File: src/rtl/resp_tracker_l2.sv
// Response tracker for one L2 bank: follows accepted requests through the fixed
// SRAM read latency and returns data/tag to the requesting initiator.
module resp_tracker_l2 #(
    parameter int DATA_WIDTH  = 64,
    parameter int TAG_WIDTH   = DATA_WIDTH / 8,
    parameter int N_INIT      = 4,
    parameter int ID_WIDTH    = $clog2(N_INIT),
    parameter int MEM_LATENCY = 1
) (
    input  logic                  clk,
    input  logic                  rst_n,
    input  logic                  grant_i,
    input  logic                  wen_i,
    input  logic [ID_WIDTH-1:0]   id_i,
    input  logic [TAG_WIDTH-1:0]  tag_i,
    input  logic [DATA_WIDTH-1:0] mem_rdata_i,
    output logic [N_INIT-1:0]     data_r_valid_o,
    output logic [DATA_WIDTH-1:0] data_r_rdata_o,
    output logic [TAG_WIDTH-1:0]  data_r_rtag_o,
    output logic [2:0]            outstanding_o
);

    localparam int LAST = MEM_LATENCY - 1;

    logic [MEM_LATENCY-1:0] vld_q;
    logic [MEM_LATENCY-1:0] wen_q;
    logic [ID_WIDTH-1:0]    id_q  [MEM_LATENCY];
    logic [TAG_WIDTH-1:0]   tag_q [MEM_LATENCY];

    logic [N_INIT-1:0]      onehot;
    logic                   resp_q;

    // NOTE: sequential state uses non-blocking assignments so every stage
    // samples its predecessor's pre-edge value and the shift stays ordered.
    always_ff @(posedge clk or negedge rst_n) begin
        if (!rst_n) begin
            vld_q <= '0;
        end else begin
            vld_q[0] <= grant_i;
            for (int i = 1; i < MEM_LATENCY; i++) begin
                vld_q[i] <= vld_q[i-1];
            end
        end
    end

    // NOTE: payload stages carry no reset; a stale payload is harmless because
    // it is only ever consumed while its valid bit is set.
    always_ff @(posedge clk) begin
        wen_q[0] <= wen_i;
        id_q[0]  <= id_i;
        tag_q[0] <= tag_i;
        for (int i = 1; i < MEM_LATENCY; i++) begin
            wen_q[i] <= wen_q[i-1];
            id_q[i]  <= id_q[i-1];
            tag_q[i] <= tag_q[i-1];
        end
    end

    // Out-of-range ids match no bit and therefore raise no valid.
    // NOTE: the default assignment first keeps this block free of latches.
    always_comb begin
        onehot = '0;
        for (int i = 0; i < N_INIT; i++) begin
            if (id_q[LAST] == ID_WIDTH'(i)) begin
                onehot[i] = 1'b1;
            end
        end
    end

    always_ff @(posedge clk or negedge rst_n) begin
        if (!rst_n) begin
            data_r_valid_o <= '0;
            data_r_rdata_o <= '0;
            data_r_rtag_o  <= '0;
            resp_q         <= 1'b0;
        end else begin
            resp_q         <= vld_q[LAST];
            data_r_valid_o <= vld_q[LAST] ? onehot : '0;
            if (vld_q[LAST]) begin
                data_r_rtag_o  <= tag_q[LAST];
                data_r_rdata_o <= wen_q[LAST] ? '0 : mem_rdata_i;
            end
        end
    end

    // A request retires at the end of its response cycle, including illegal-id
    // requests that never show a valid bit.
    always_ff @(posedge clk or negedge rst_n) begin
        if (!rst_n) begin
            outstanding_o <= '0;
        end else begin
            case ({grant_i, resp_q})
                2'b10:   outstanding_o <= outstanding_o + 3'd1;
                2'b01:   outstanding_o <= outstanding_o - 3'd1;
                default: outstanding_o <= outstanding_o;
            endcase
        end
    end

endmodule

File: config.mk
export PLATFORM = sky130hd
export DESIGN_NAME = resp_tracker_l2
export DESIGN_NICKNAME = d
export VERILOG_FILES = /design/src/rtl/resp_tracker_l2.sv
export SDC_FILE = /design/constraint.sdc
export NUM_CORES = 1
export LEC_CHECK = 0
export ABC_AREA = 1
export ABC_CLOCK_PERIOD_IN_PS = 1900
export BUFFER_PORTS_ARGS = -buffer_cell sky130_fd_sc_hd__buf_2
export CAP_MARGIN = 25
export CELL_PAD_IN_SITES_DETAIL_PLACEMENT = 0
export CELL_PAD_IN_SITES_GLOBAL_PLACEMENT = 1
export CORE_ASPECT_RATIO = 0.9
export CORE_MARGIN = 2
export CORE_UTILIZATION = 35
export CTS_BUF_LIST = sky130_fd_sc_hd__clkbuf_4 sky130_fd_sc_hd__clkbuf_8
export CTS_CLUSTER_DIAMETER = 80
export DETAILED_ROUTE_END_ITERATION = 16
export GPL_TIMING_DRIVEN = 0
export PLACE_DENSITY = 0.8
export SETUP_SLACK_MARGIN = 0.02
export SLEW_MARGIN = 15
export SYNTH_ARGS = -nofsm -noshare
export SYNTH_HDL_FRONTEND = slang
export SYNTH_SLANG_ARGS = --single-unit
File: constraint.sdc
create_clock -name clk -period 1.9 [get_ports clk]
set_input_delay 0.095 -clock clk [delete_from_list [all_inputs] [get_ports clk]]
set_output_delay 0.095 -clock clk [all_outputs]
set_load 0.02 [all_outputs]
==> impl_metrics.tcl <==
set metrics [dict create \
    status "complete, no violations" \
    worstReg2RegEnd "outstanding_o[2]" \
    final_common_cell "buf_2" \
    period_share_pct 74.3 \
    cts.sinks 92 \
    critPathTopFamily "buffers and inverters" \
    grt_max_degree 55 \
    most-common-layout-cells "buf_2 (162), nand2_1 (159), dfrtp_1 (81), dlygate4sd3_1 (77), nand3_1 (65)" \
    final.setup.worst_slack_ns 0.489 \
    final_antenna_net_count 0 \
    rr_worst_depth 6 \
    avgSynthCellArea_sq_um 9.55 \
    start_util_pct 35.6 \
    fin_skew_ns 0.00985 \
    slew_headroom_pct 67.8 \
    crit_path_start_kind "input pin" \
    critical_path_class "in -> reg" \
    synth_edf_count 0 \
    area_delta_synth_final_pct 56.9 \
    die_w_um 108 \
    synth_nets 435 \
    async_flop_share_pct 88.0 \
    hp-class "in -> async" \
    rsz0062_at_grt "false" \
    drtPass1Iterations 5 \
    htree_levels 3 \
    max_freq_mhz 708 \
    finalWeightedCongestion 0.711 \
    irDropWorstVdd_mv 0.386 \
    nets 680 \
    cp-end-kind "flop" \
    critPathSlowestCell "dlygate4sd3_1" \
    ys_seq_elements 92 \
    diodes 0 \
    grt_pass1_vias 3256 \
    finalSetupViolations 0 \
    cts_tree "done" \
    drc_errors 0 \
    dp_slack_ns 0.547 \
    viasPerCell 4.48 \
    routed-via-count 3274 \
    path_cells "dlygate4sd3_1, buf_2, inv_1, ha_1, fa_1, nand2_1, nand3_1, nand2_1, nand2_1" \
    ctsResizeCount 0 \
    drive_gt1_share_pct 31.1 \
    die-area_sq_um 10500 \
    drtIter0Drc 125 \
    grt_pass1_wl_um 15200 \
    synth_warnings 0 \
    ys_seq_area_share_pct 66.2 \
    power.density_nw_per_um2 833 \
    cts_made_buffers 9 \
    ios 157 \
    antenna_found_initial 0 \
    root_buffer "clkbuf_8" \
    gr-total-overflow 0 \
    critical_path.most_common_cell "nand2_1" \
    p_total_w 0.00443 \
    synth_flop_cell "dfrtp_1" \
    grt_usage_pct 18.3 \
    arrival_ns 1.67 \
    tns_ns 0 \
    leakage_nw 3.01 \
    dp_hpwl_um 6070 \
    finalHoldViolCount 0 \
    drt-total-wl_um 9310 \
    insertion_delay_ns 0.36 \
    cts_setup_buffers 0 \
    min_period_ns 1.41 \
    synth_cell_types 15 \
    post_drt_wl_per_cell_um 12.7 \
    port_buffers 156 \
    worst_pin_slew_ns 0.482 \
    synth_cells 355 \
    worstPathRequired_ns 2.16 \
    cts_hold_buf 77 \
    synth.cell_area_sq_um 3390 \
    reg2reg_slack_ns 0.54 \
    rows 34 \
    path_buf_inv 3 \
    cts_buffer_depth 2 \
    core_area_sq_um 9530 \
    die_h_um 97.4 \
    reg2reg_from "resp_q" \
    cp_max_fo 3 \
    maxCapViolCount 0 \
    finalMaxSlewViolations 0 \
    slowest_delay_ns 0.52 \
    clkTransAtPathRegs_ns 0.11 \
]
[through the flow]
step,std cells,instance area (sq um),hold WS [ns],utilization [%]
floorplan,355,3390,-0.201,-
global placement,637,4330,0.198,45.4
detailed placement,638,4360,0.0433,45.8
CTS,731,5320,0.181,55.8
global route,731,5320,0.185,55.8
finish,731,5320,0.196,55.8
[cells in the mapped netlist (2+ instances only)]
cell / number / share of area (%)
buf_2: 7 / 1.0
buf_4: 4 / 0.89
buf_6: 2 / 0.66
clkbuf_1: 9 / 1.0
dfrtp_1: 81 / 60
dfxtp_1: 11 / 6.5
inv_1: 7 / 0.77
inv_2: 2 / 0.22
nand2_1: 159 / 18
nand3_1: 65 / 9.6
nor3_1: 4 / 0.59
[sequential cells by signal, indices dropped and copies added, names as in the netlist]
name,count
wen_q,1
data_r_rtag_o,8
vld_q,1
resp_q,1
data_r_valid_o,4
tag_q,8
data_r_rdata_o,64
outstanding_o,3
id_q,2
[power by group]
group,internal [W],switching [W],total (W)
sequential,0.00213,0.000106,0.00223
clock,0.000514,0.000767,0.00128
combinational,0.000392,0.000530,0.000922
total,0.00303,0.00140,0.00443
[final cells by class]
type / count / area (sq um)
well taps: 126 / 158
inverters: 9 / 33.8
plain buffers: 22 / 121
multi-input cells: 232 / 990
clock buffers: 9 / 124
fillers: 816 / 4210
clock inverters: 7 / 66.3
repair buffers: 234 / 1580
flip-flops and latches: 92 / 2250
[cell families after synthesis]
logic type | synth area share (%)
buffers and inverters | 4.57
AND/OR/NAND/NOR | 28.0
flip-flops | 66.2
adder cells (fa/ha/maj) | 0.959
XOR/XNOR | 0.258
[layer usage]
layer	routed length, um	track usage (%)	vias up
met5	0	0	-
met4	127	4.83	0
met3	619	5.97	12
met2	4450	29.8	115
met1	4110	23.5	1535
li1	-	-	1612
[how the worst max path moves through the flow]
stage	start	to	slack, ns	cells after the start
floorplan	resp_q	outstanding_o[2]	0.61	6
global placement	rst_n	data_r_rdata_o[48]	0.08	1
detailed placement	resp_q	outstanding_o[2]	0.55	6
CTS	grant_i	outstanding_o[2]	0.50	9
global route	grant_i	outstanding_o[2]	0.45	9
finish	grant_i	outstanding_o[2]	0.49	9
(Power assumes the default switching activity.)
